$ cat src/rtl/cpu_pkg.sv
`default_nettype none
// ============================================================================
// Module      : cpu_pkg
// Description : Shared definitions for the lab CPU and its instruction
//               sequencer: instruction width, opcode encodings, the
//               sequencer state encoding and an opcode extraction helper.
//               Optional macro SEQ_BREAK_EN adds the PAUSE state.
// Revision    : 1.0 - initial release
// ============================================================================
package cpu_pkg;

    localparam int INSTR_W = 16;

    // Opcode lives in the top three bits of every instruction word
    localparam logic [2:0] OP_MOV  = 3'b110;
    localparam logic [2:0] OP_ALU  = 3'b101;
    localparam logic [2:0] OP_HALT = 3'b111;

    typedef enum logic [2:0] {
        S_IDLE      = 3'd0,
        S_LOAD      = 3'd1,
        S_START     = 3'd2,
        S_WAIT_ACK  = 3'd3,
        S_WAIT_DONE = 3'd4,
        S_HALT      = 3'd5
`ifdef SEQ_BREAK_EN
        ,
        S_PAUSE     = 3'd6
`endif
    } seq_state_t;

    function automatic logic [2:0] opcode_of(input logic [INSTR_W-1:0] instr);
        return instr[INSTR_W-1 -: 3];
    endfunction

endpackage
`default_nettype wire

$ cat src/rtl/instr_sequencer_if.sv
`default_nettype none
// ============================================================================
// Module      : instr_sequencer_if
// Description : Bundle between the instruction sequencer and its environment:
//               program-load port, run/status, and the CPU load/start
//               handshake. master = sequencer view, slave = environment view.
//               Signals:
//                 prog_we/prog_addr/prog_data : program write port
//                 run                         : start pulse
//                 cpu_waiting                 : CPU idle/ready status
//                 cpu_load/cpu_start          : CPU strobes
//                 cpu_instr                   : word presented to the CPU
//                 pc, busy, done              : sequencer status
//               Optional macro SEQ_BREAK_EN adds bp_en, bp_addr, bp_hit.
// Revision    : 1.0 - initial release
// ============================================================================
interface instr_sequencer_if #(
    parameter int AW = 4
);
    import cpu_pkg::*;

    logic               prog_we;
    logic [AW-1:0]      prog_addr;
    logic [INSTR_W-1:0] prog_data;
    logic               run;
    logic               cpu_waiting;
    logic               cpu_load;
    logic               cpu_start;
    logic [INSTR_W-1:0] cpu_instr;
    logic [AW-1:0]      pc;
    logic               busy;
    logic               done;
`ifdef SEQ_BREAK_EN
    logic               bp_en;
    logic [AW-1:0]      bp_addr;
    logic               bp_hit;
`endif

    modport master (
        input  prog_we, prog_addr, prog_data, run, cpu_waiting,
`ifdef SEQ_BREAK_EN
        input  bp_en, bp_addr,
        output bp_hit,
`endif
        output cpu_load, cpu_start, cpu_instr, pc, busy, done
    );

    modport slave (
        output prog_we, prog_addr, prog_data, run, cpu_waiting,
`ifdef SEQ_BREAK_EN
        output bp_en, bp_addr,
        input  bp_hit,
`endif
        input  cpu_load, cpu_start, cpu_instr, pc, busy, done
    );

endinterface
`default_nettype wire

$ cat src/rtl/instr_rom_ram.sv
`default_nettype none
// ============================================================================
// Module      : instr_rom_ram
// Description : DEPTH x W program store. Synchronous write, combinational
//               read. Contents are not reset.
//               Ports: clk, we, waddr, wdata (write side); raddr, rdata (read)
// Revision    : 1.0 - initial release
// ============================================================================
module instr_rom_ram #(
    parameter int DEPTH = 16,
    parameter int AW    = 4,
    parameter int W     = 16
) (
    input  wire logic          clk,
    input  wire logic          we,
    input  wire logic [AW-1:0] waddr,
    input  wire logic [W-1:0]  wdata,
    input  wire logic [AW-1:0] raddr,
    output logic      [W-1:0]  rdata
);

    logic [W-1:0] r_mem [DEPTH];

    always_ff @(posedge clk) begin
        if (we) begin
            r_mem[waddr] <= wdata;
        end
    end

    assign rdata = r_mem[raddr];

endmodule
`default_nettype wire

$ cat src/rtl/instr_sequencer.sv
`default_nettype none
// ============================================================================
// Module      : instr_sequencer
// Description : Feeds a stored program into the lab CPU. On a run pulse it
//               issues each word with a load/start handshake, waits for the
//               CPU to leave and re-enter its wait state, then advances the
//               PC. Stops on a HALT opcode or after the last memory word.
//               Ports: clk, rst_n (async, active low),
//                      bus (instr_sequencer_if.master).
//               Optional macro SEQ_BREAK_EN adds a PC breakpoint that parks
//               the sequencer in PAUSE until the next run pulse.
// Revision    : 1.0 - initial release
// ============================================================================
module instr_sequencer #(
    parameter int         DEPTH   = 16,
    parameter logic [2:0] HALT_OP = cpu_pkg::OP_HALT
) (
    input wire logic          clk,
    input wire logic          rst_n,
    instr_sequencer_if.master bus
);
    import cpu_pkg::*;

    localparam int            AW          = $clog2(DEPTH);
    localparam logic [AW-1:0] C_LAST_ADDR = AW'(DEPTH - 1);

    seq_state_t         r_state;
    seq_state_t         w_state_nxt;
    logic [AW-1:0]      r_pc;
    logic [AW-1:0]      w_pc_nxt;
    logic [INSTR_W-1:0] r_instr;
    logic [INSTR_W-1:0] w_rd_data;
    logic               r_busy;
    logic               r_done;
    logic               w_run_accept;
    logic               w_last_word;
    logic               w_mem_we;
`ifdef SEQ_BREAK_EN
    logic               r_bp_hit;
`endif

    // A write that collides with an accepted run is dropped so the program
    // cannot change underneath the first fetch.
    assign w_mem_we = bus.prog_we && !r_busy && !w_run_accept;

    // Read port follows the next PC so the word is registered into
    // cpu_instr on the edge that enters LOAD, valid while cpu_load is high.
    instr_rom_ram #(
        .DEPTH (DEPTH),
        .AW    (AW),
        .W     (INSTR_W)
    ) u_mem (
        .clk   (clk),
        .we    (w_mem_we),
        .waddr (bus.prog_addr),
        .wdata (bus.prog_data),
        .raddr (w_pc_nxt),
        .rdata (w_rd_data)
    );

    assign w_last_word = (opcode_of(r_instr) == HALT_OP) || (r_pc == C_LAST_ADDR);

    // State register
    always_ff @(posedge clk or negedge rst_n) begin
        if (!rst_n) begin
            r_state <= S_IDLE;
        end else begin
            r_state <= w_state_nxt;
        end
    end

    // Next-state and next-PC logic
    always_comb begin
        w_state_nxt  = r_state;
        w_pc_nxt     = r_pc;
        w_run_accept = 1'b0;
        case (r_state)
            S_IDLE: begin
                if (bus.run && bus.cpu_waiting) begin
                    w_state_nxt  = S_LOAD;
                    w_pc_nxt     = '0;
                    w_run_accept = 1'b1;
                end
            end
            S_LOAD:     w_state_nxt = S_START;
            S_START:    w_state_nxt = S_WAIT_ACK;
            S_WAIT_ACK: begin
                if (!bus.cpu_waiting) begin
                    w_state_nxt = S_WAIT_DONE;
                end
            end
            S_WAIT_DONE: begin
                if (bus.cpu_waiting) begin
                    if (w_last_word) begin
                        w_state_nxt = S_HALT;
                    end else begin
                        w_pc_nxt    = r_pc + 1'b1;
                        w_state_nxt = S_LOAD;
`ifdef SEQ_BREAK_EN
                        if (bus.bp_en && (w_pc_nxt == bus.bp_addr)) begin
                            w_state_nxt = S_PAUSE;
                        end
`endif
                    end
                end
            end
            S_HALT:     w_state_nxt = S_IDLE;
`ifdef SEQ_BREAK_EN
            S_PAUSE: begin
                // PC already points at the next word; resume fetches it
                if (bus.run) begin
                    w_state_nxt = S_LOAD;
                end
            end
`endif
            default:    w_state_nxt = S_IDLE;
        endcase
    end

    // Datapath and status registers
    always_ff @(posedge clk or negedge rst_n) begin
        if (!rst_n) begin
            r_pc    <= '0;
            r_instr <= '0;
            r_busy  <= 1'b0;
            r_done  <= 1'b0;
`ifdef SEQ_BREAK_EN
            r_bp_hit <= 1'b0;
`endif
        end else begin
            r_pc <= w_pc_nxt;
            if (w_state_nxt == S_LOAD) begin
                r_instr <= w_rd_data;
            end
            if (w_run_accept) begin
                r_busy <= 1'b1;
                r_done <= 1'b0;
            end else if (w_state_nxt == S_HALT) begin
                r_busy <= 1'b0;
                r_done <= 1'b1;
            end
`ifdef SEQ_BREAK_EN
            r_bp_hit <= (w_state_nxt == S_PAUSE);
`endif
        end
    end

    // Output decode: strobes come straight from the state so load and
    // start are mutually exclusive by construction.
    always_comb begin
        bus.cpu_load  = (r_state == S_LOAD);
        bus.cpu_start = (r_state == S_START);
    end

    assign bus.cpu_instr = r_instr;
    assign bus.pc        = r_pc;
    assign bus.busy      = r_busy;
    assign bus.done      = r_done;
`ifdef SEQ_BREAK_EN
    assign bus.bp_hit    = r_bp_hit;
`endif

endmodule
`default_nettype wire

$ cat src/flat_wrapper.sv
// flat-port wrapper written by rule: the top's interface ports become plain ports
module instr_sequencer_flat import cpu_pkg::*;
#(
    parameter int         DEPTH   = 16,
    parameter logic [2:0] HALT_OP = cpu_pkg::OP_HALT
)
  (clk, rst_n, bus_prog_we, bus_prog_addr, bus_prog_data, bus_run, bus_cpu_waiting, bus_cpu_load, bus_cpu_start, bus_cpu_instr, bus_pc, bus_busy, bus_done);
  instr_sequencer_if #(.AW((4))) bus_i ();
  input wire logic clk;
  input wire logic rst_n;
  input wire logic [$bits(bus_i.prog_we)-1:0] bus_prog_we;
  input wire logic [$bits(bus_i.prog_addr)-1:0] bus_prog_addr;
  input wire logic [$bits(bus_i.prog_data)-1:0] bus_prog_data;
  input wire logic [$bits(bus_i.run)-1:0] bus_run;
  input wire logic [$bits(bus_i.cpu_waiting)-1:0] bus_cpu_waiting;
  output wire logic [$bits(bus_i.cpu_load)-1:0] bus_cpu_load;
  output wire logic [$bits(bus_i.cpu_start)-1:0] bus_cpu_start;
  output wire logic [$bits(bus_i.cpu_instr)-1:0] bus_cpu_instr;
  output wire logic [$bits(bus_i.pc)-1:0] bus_pc;
  output wire logic [$bits(bus_i.busy)-1:0] bus_busy;
  output wire logic [$bits(bus_i.done)-1:0] bus_done;
  assign bus_i.prog_we = bus_prog_we;
  assign bus_i.prog_addr = bus_prog_addr;
  assign bus_i.prog_data = bus_prog_data;
  assign bus_i.run = bus_run;
  assign bus_i.cpu_waiting = bus_cpu_waiting;
  assign bus_cpu_load = bus_i.cpu_load;
  assign bus_cpu_start = bus_i.cpu_start;
  assign bus_cpu_instr = bus_i.cpu_instr;
  assign bus_pc = bus_i.pc;
  assign bus_busy = bus_i.busy;
  assign bus_done = bus_i.done;
  instr_sequencer #(.DEPTH(DEPTH), .HALT_OP(HALT_OP)) u_core (.clk(clk), .rst_n(rst_n), .bus(bus_i));
endmodule
$ cat config.mk
export PLATFORM = sky130hd
export DESIGN_NAME = instr_sequencer_flat
export DESIGN_NICKNAME = d
export VERILOG_FILES = /design/src/rtl/cpu_pkg.sv /design/src/rtl/instr_sequencer_if.sv /design/src/rtl/instr_rom_ram.sv /design/src/rtl/instr_sequencer.sv /design/src/flat_wrapper.sv
export SDC_FILE = /design/constraint.sdc
export NUM_CORES = 1
export LEC_CHECK = 0
export CORE_UTILIZATION = 23
export DETAILED_ROUTE_END_ITERATION = 16
export PLACE_DENSITY_LB_ADDON = 0.05
export SETUP_SLACK_MARGIN = 0.3
export SLEW_MARGIN = 30
export SYNTH_ARGS = -nofsm -noshare
export SYNTH_HDL_FRONTEND = slang
export SYNTH_SLANG_ARGS = --single-unit
$ cat constraint.sdc
create_clock -name clk -period 4.1 [get_ports clk]
set_input_delay 0.41 -clock clk [delete_from_list [all_inputs] [get_ports clk]]
set_output_delay 0.41 -clock clk [all_outputs]
set_load 0.02 [all_outputs]
==> metrics list, run 1 <==
- The number of nets in the synthesized netlist is 776.
- Setup violation total in the final timing report: 0
- Number of core rows: 80
- Across the VDD grid, the largest voltage drop is ~0.25 mV.
* Crit path max fanout: 19
* Area added between synthesis and finish: 23.3%
* Clock slew seen by the registers of the worst setup and hold paths: ~60 ps
- Prior to clock tree synthesis, the placed netlist has a worst setup slack of approximately 660 ps.
- Port-buffer cells: 48
- The die covers slightly below 50,000 µm².
- After technology mapping, the gate count stands at 750.
- The detailed router placed 6,562 vias in this run.
* Std-Cell Core Area: about 48,000 µm²
- Count of flip-flops with a built-in enable after synthesis: approximately 260
- At the pin with the least slew margin, the transition time is approximately 850 ps.
* Maximum achievable frequency: 328 MHz
- Yosys warning total: 0
- Clk network pwr share: 35.2%
* Status: finished, final reports clean
* Number of max-slew violations in the final report: 0
* Required time reported for the critical path endpoint: 4550 ps
- The clock passes through at most 3 buffers.
- Width of the chip: between 200 and 250 µm
* # nets final: between 800 and 900
- Tightest Hold Check Type: in -> async
- Using the TritonRoute via totals, the vias-per-cell ratio works out to between 4 and 5.
- Initial antenna violation count: 0
- After detailed routing, the number of remaining DRC violations is 0.
- In this run the power density over the cells is between 600 and 700 nW/µm².
- Setup repair after global routing missed its margin: false
- The layout has 4,833 filler cells.
* Share of the core filled with cells: between 20 and 30%
* Flip-flop and latch count after synthesis: roughly 280
- For the worst setup path, the data arrival time is around 3500 ps.
* Part of the total power dissipated in combinational logic: approximately 26%
- Internal power comes to 5.97 mW.
- The analysis attributes to net switching a power of about 2.8 mW.
* Number of sinks on the clock net: about 280
* Y dimension of the die: ~220 µm
- Final Hold Violating Endpoints: 0
* Design Power: slightly below 9 mW
- The worst setup path is launched from a register.
* Kind of end point of the critical path: register
- Registers are responsible for between 30% and 40% of the overall power.
- TritonCTS built the clock tree.
- TNS Setup: 0 ps
- Global routing consumed, over all layers together, about 15% of the routing resources.
* Post-DP HPWL: 21.4 mm
- Final critical-path required period: 3050 ps
- Of the available clock period, the critical path in the final layout requires 74.3%.
* GPL Wtd Cong: 0.723
* Number of placed I/O pins: roughly 50
* Sequential-to-total area share from yosys stat: about three quarters
- For the worst-skew pair, the clock arrives at the later sink with an insertion delay of between 500 and 600 ps.
- Clock skew after layout: between 15 and 20 ps
* MaxCap Viol Count: 0
- For this block, the routed nets add up to approximately 36 mm of wire.
* Initial DRC count: ~370
- The first global-routing pass estimated about 50 mm of wire.
* Initial standard-cell utilization of the core: a little under a quarter
- Entering global routing, the biggest net connects 58 pins.
* Leakage power summed over all cells: roughly 4.8 nW
- The worst setup path is of the reg -> reg kind.
- Synth cell types: 50
- For this run, the leading register cell type out of synthesis is edfxtp_1.
- TritonCTS created 36 clock buffers.
* Switching part of the total: a little under a third
* Final global-route overflow total: 0
- Least setup slack across all paths after layout: 1050 ps
* Clock root buffer: clkbuf_16
- The H-tree generated during clock tree synthesis spans 2 levels.
* Ratio of cells with drive above 1 in the final layout: 14.4%
* DRT Pass-1 Iters: 5
* Layout Cell Area excl Fill: approximately 14,000 µm²
- The detail route stage leaves a number of antenna-violating nets equal to 0.
- In this run the cell area measured after placement is roughly 13,000 µm².
* Worst slew slack as a fraction of its limit: about 43%
- Cell area after synthesis: around 11,000 µm²
- In this run the mean area of a mapped cell was about 15 µm².
* Fraction of registers with async set or reset after synthesis: 8.90%
* Number of global-route vias before repair: around 6,800
* Average wire per standard cell: about 24 µm
## critical path, cell delays in order (launching register included)
cell and delay [ps]:
dfrtp_1 530, ha_1 280, nand3_1 200, a31o_2 350, a21oi_4 650, nor2_2 100, buf_4 250, a221o_1 390
o211ai_1 190
## state kept, by name (all words and copies together), names as in the netlist
signal,flops
u_core.bus.done,1
u_core.bus.busy,1
u_core.r_state,3
u_core.u_mem.r_mem,256
u_core.bus.pc,4
u_core.bus.cpu_instr,16
## timing repair
| item | CTS | global route |
|---|---|---|
| hold buffers | 1 | 0 |
| gates resized for setup | 0 | 0 |
| endpoints found under the setup margin | 0 | 0 |
| endpoints found under the hold margin | 6 | 0 |
| buffers inserted | 0 | 0 |
## synthesized netlist by cell type (all sizes together) (10+ instances only)
library cell,n,area share (%)
a21oi,12,0.57
a32oi,12,1.0
buf,25,1.4
clkbuf,15,0.50
dfrtp,25,5.6
edfxtp,256,69
mux2i,70,6.3
nand2,146,4.9
nand3,30,1.5
nor2,44,1.5
o2111ai,10,0.78
o211ai,11,0.74
o21ai,16,0.72
## through the flow
step	instances	hold WS (ps)
after CTS	1478	522
after floorplan	750	114
after global routing	1478	552
after global placement	1411	518
after detailed placement	1411	516
final	1479	514
## layout by cell type, fill, tap and decap left out, types with 5 or more instances in the layout
cell / instances
a21oi_1: 10
a221o_1: 9
a311oi_1: 5
a31oi_1: 7
a32o_1: 9
a32oi_1: 11
buf_4: 35
clkbuf_1: 8
clkbuf_16: 37
clkdlybuf4s50_1: 47
clkinv_1: 7
clkinv_2: 5
dfrtp_1: 25
edfxtp_1: 256
mux2i_1: 70
nand2_1: 146
nand3_1: 29
nand3b_1: 7
nor2_1: 30
nor2_2: 13
o2111ai_1: 10
o211ai_1: 11
o21ai_0: 11
o21ai_1: 5
## per-layer routing
metal,vias up,GRT usage (%),part of all wire (%),routed length (µm)
li1,3028,-,-,-
met1,3349,20.5,48,17200
met2,145,23.5,47,16700
met3,40,2.96,3.8,1370
met4,0,3.67,1.6,577
met5,-,0,0,0
## kinds of logic after synthesis
group	share of synthesized area, %
AOI/OAI and AO/OA	6.79
xor gates and xnor gates	0.0785
adders and majority gates	0.112
buffers and inverters	1.97
DFF	74.5
muxes	6.51
and+or+nand+nor	10.0
## power groups by stage
stage | logic [mW] | clock network (mW) | registers [mW]
floorplan | 1.32 | 0 | 3.52
global placement | 2.30 | 0 | 3.49
detailed placement | 2.30 | 0 | 3.49
CTS | 2.31 | 3.18 | 3.43
global route | 2.45 | 3.29 | 3.45
finish | 2.24 | 3.08 | 3.43
## worst paths after layout
path	start	endpoint	slack (ps)	depth (start not counted)
max reg2reg	u_core.bus.pc[0]	u_core.bus.cpu_instr[10]	1050	8
min reg2reg	u_core.bus.cpu_instr[9]	u_core.bus.cpu_instr[9]	510	2
max in group asynchronous	rst_n	u_core.bus.cpu_instr[4]	3040	2
max	u_core.bus.pc[0]	u_core.bus.cpu_instr[10]	1050	8
min	rst_n	u_core.bus.cpu_instr[9]	510	2
min in group clk	u_core.bus.cpu_instr[9]	u_core.bus.cpu_instr[9]	510	2
## layout make-up
class | instances | area, µm² | share of cell area (%)
Multi-Input combinational cell | 426 | 2710 | 19.7
Inverter | 3 | 11.3 | 0.0818
Clock inverter | 17 | 136 | 0.991
Sequential cell | 281 | 8310 | 60.4
Clock buffer | 49 | 1010 | 7.35
Tap cell | 615 | 769 | 5.59
Timing Repair Buffer | 87 | 808 | 5.87
Antenna cell | 1 | 2.50 | 0.0182
Power figures use the tool's default switching activity.
==> run 2, diff against run 1 <==
- clock period: 4.1 -> 3.05 ns (I/O delays scaled with it)
==> run 2 against run 1 <==
  * Critical path depth grew 1
  * Wire length shrank 1.5%
  * Non-clock buffer count grew 28
  * Sequential cell count is the same
  * Final cell count grew 1.6%
  * Clock power grew 25%
  * Global-route usage shrank 0.24 points
  * Hold slack lost 70 ps
  * Sequential power grew 34%
  * Clock skew shrank 6.5 ps
  * Highest routed layer unchanged
  * Largest cell class unchanged
  * Clock-buffer cell count shrank 5
==> metrics list, run 2 (synthesis gave the netlist of run 1 again) <==
* Status: finished, final reports clean (unchanged)
- The number of DRC markers after the initial detailed-route iteration was 454 (was 373).
- DRC Markers: 0 (unchanged)
- The number of flip-flops in the largest register came to 256 (unchanged).
* TNS Setup: 0 ps (unchanged)
- The cell family with the largest share of critical-path delay is compound AO/OA/AOI/OAI gates (unchanged).
- GPL Wtd Cong: 0.742 (was 0.723)
* Area added between synthesis and finish: 25.9% (was 23.3%)
- Final global-route overflow total: 0 (unchanged)
- Routed WL: 35.4 mm (was 35.9 mm)
- The top-level I/O count was 49 (unchanged).
* Critical path type: reg -> reg (unchanged)
* Fraction of the cycle the final worst path needs: 86.1% (was 74.3%)
* Critical path startpoint: u_core.bus.pc[1] (was u_core.bus.pc[0])
- Buffers and inverters on the worst path: 2 (was 1)
- The most flop-heavy register is u_core.u_mem.r_mem (unchanged).
- The worst reg2reg path depth came to 9 (was 8).
- Die footprint: 49,400 µm² (unchanged)
- Most common cell after layout, fill and taps aside: edfxtp_1 (unchanged)
* Cells along the critical path: ha_1 > nand3_1 > nand3_4 > mux2_4 > buf_12 > buf_12 > mux2i_1 > a221o_1 > o211ai_1 (was ha_1 > nand3_1 > a31o_2 > a21oi_4 > nor2_2 > buf_4 > a221o_1 > o211ai_1)
* Least setup slack across all paths after layout: 425 ps (was 1050 ps)
- The number of buffers between clock root and the deepest sink was 3 (unchanged).
- Type of origin of the critical path: register (unchanged)
* Transition time at the pin with the least slew margin: 887 ps (was 848 ps)
- Clock slew seen by the registers of the worst setup and hold paths: 60 ps (about the same)
- The remaining max-slew budget at the tightest pin was 40.9% (was 43.5%).
- The number of hold violations in the final report came to 0 (unchanged).
- The cell type of the slowest stage on the worst timing path is dfrtp_1 (was a21oi_4).
- The final setup skew is 9.90 ps (was 16.4 ps).
- Clock network latency to the later pin of the worst-skew pair: 530 ps (was 550 ps)
- The overall via count from detail_route was 6,714 (was 6,562).
- The final setup violation count came to 0 (unchanged).
- The maximum resistive drop on vdd came to 0.338 mV (was 0.254 mV).
- Number of max-slew violations in the final report: 0 (unchanged)
- Maximum achievable frequency: 381 MHz (was 328 MHz)
* Overall routing resource usage: 14.5% (was 14.8%)
- The flop-to-flop setup slack was 420 ps (was 1050 ps).
* Smallest hold slack: 444 ps (was 514 ps)
- In this design, the critical path's most frequently occurring cell is buf_12.
* Cell count along the critical path: 9 (was 8)
* Tightest Hold Check Type: in -> async (unchanged)
- The initial antenna violation count came to 0 (unchanged).
- Std-Cell Core Area: 47,800 µm² (unchanged)
* H-tree level count: 2 (unchanged)
- The clock tree from TritonCTS was yes (unchanged).
* Post-route antenna net violation count: 0 (unchanged)
- Ratio of cells with drive above 1 in the final layout: 15.9% (was 14.4%)
- Power density over the cells: 837 nW/µm² (was 636 nW/µm²)
- The global-route wire length before repair came to 51.0 mm (was 51.3 mm).
- The diode insertion count for antenna repair is 0 (was 1).
- The capture instance of the worst register-to-register path was u_core.bus.cpu_instr[8] (was u_core.bus.cpu_instr[10]).
* Leakage power summed over all cells: 4.91 nW (was 4.78 nW)
* CP arrival: 3060 ps (was 3500 ps)
* Total CTS buffers: 35 (was 36)
- Final critical-path required period: 2630 ps (was 3050 ps)
- Pin count of the biggest net entering global routing: 33 (was 58)
- The average detailed-routed wire length per instance is 23.5 µm (was 24.3 µm).
* Width of the chip: 222 µm (unchanged)
* Post-DP HPWL: 21.8 mm (was 21.4 mm)
- Most used cells in the layout excluding fill and tap cells: edfxtp_1, nand2_1, mux2i_1, buf_4, clkdlybuf4s50_1 (was edfxtp_1, nand2_1, mux2i_1, clkdlybuf4s50_1, clkbuf_16).
- The clock tree root driver cell was clkbuf_16 (unchanged).
* Kind of end point of the critical path: register (unchanged)
- Number of core rows: 80 (unchanged)
* Initial standard-cell utilization of the core: 23.3% (unchanged)
- Place WS: 95.2 ps (was 663 ps)
* Endpoint of the worst setup timing path: u_core.bus.cpu_instr[8] (was u_core.bus.cpu_instr[10])
* Number of sinks on the clock net: 281 (unchanged)
* Crit path max fanout: 28 (was 19)
* Number of vias per cell: 4.47 (was 4.44)
- The number of iterations in the first detailed-routing pass is 4 (was 5).
- # nets final: 888 (was 861)
- Required time reported for the critical path endpoint: 3490 ps (was 4550 ps)
* MaxCap Viol Count: 0 (unchanged)
- Y dimension of the die: 222 µm (unchanged)
- The source of the worst register-to-register timing path was u_core.bus.pc[1] (was u_core.bus.pc[0]).
* Port-buffer cells: 48 (unchanged)
- Setup repair after global routing missed its margin: false (unchanged)
- The number of global-route vias before repair was 7,052 (was 6,791).
* Slowest Stage Delay on Critical Path: 410 ps (was 650 ps)
[run 2: cell types whose count changed in the layout (fill, tap and decap cells not counted), moves of 2 or more]
cell      previous run  this run
clkinv_1             7        16
buf_12               3        16
buf_4               35        50
inv_6                2         0
clkinv_2             5         1
clkbuf_8             4         0
[run 2: layout make-up]
cell class              count  area [µm²]
clock inverters            18        95.1
inverters                   3        13.8
clock buffers              44         952
fillers                  4825       33800
multi-input cells         426        2720
well taps                 615         769
repair buffers            115        1180
flip-flops and latches    281        8310
[run 2: through the flow]
step | utilization [%] | power, mW | std cells | instance area [µm²]
floorplan | - | 6.51 | 750 | 11200
global placement | 27.1 | 8.06 | 1439 | 13000
detailed placement | 27.1 | 8.08 | 1439 | 13000
CTS | 29.3 | 12.0 | 1502 | 14000
global route | 29.4 | 12.3 | 1502 | 14000
finish | 29.4 | 11.8 | 1502 | 14000
[run 2: layer usage]
metal	global-route usage [%]	routed length (µm)
met4	3.74	699
met1	19.2	16100
met2	24.3	17100
met5	0	0
met3	2.88	1450
[run 2: repair_timing]
item | CTS | global route
hold endpoints to repair | 25 | 0
setup endpoints to repair | 0 | 18
buffers inserted | 0 | 0
resized for setup | 0 | 3
hold buffers | 1 | 0
[run 2: report_power, final]
group | switching, mW | internal [mW] | total [mW]
clock network | 1.57 | 2.27 | 3.85
logic | 1.97 | 1.36 | 3.33
registers | 0.168 | 4.41 | 4.58
total | 3.72 | 8.04 | 11.8
[run 2: worst register-to-register path: stages, from the launching register on]
cell and delay, ps:
dfrtp_1 410, ha_1 270, nand3_1 230, nand3_4 190
mux2_4 370, buf_12 200, buf_12 220, mux2i_1 140
a221o_1 350, o211ai_1 170
[run 2: worst min-delay path by stage]
| stage | startpoint | endpoint | slack (ps) | cells past startpoint |
|---|---|---|---|---|
| finish | rst_n | u_core.bus.cpu_instr[9] | 440 | 2 |
| global route | rst_n | u_core.bus.cpu_instr[9] | 490 | 2 |
| CTS | rst_n | u_core.bus.cpu_instr[9] | 460 | 2 |
| detailed placement | rst_n | u_core.bus.cpu_instr[9] | 490 | 1 |
| global placement | rst_n | u_core.bus.cpu_instr[11] | 490 | 1 |
| floorplan | rst_n | u_core.bus.busy | 9 | 0 |
==> run 3, diff against run 2 <==
- SLEW_MARGIN: 30 -> not set
==> results of run 3 <==
The final DEF is identical to that of run 2; final timing and power are the same.
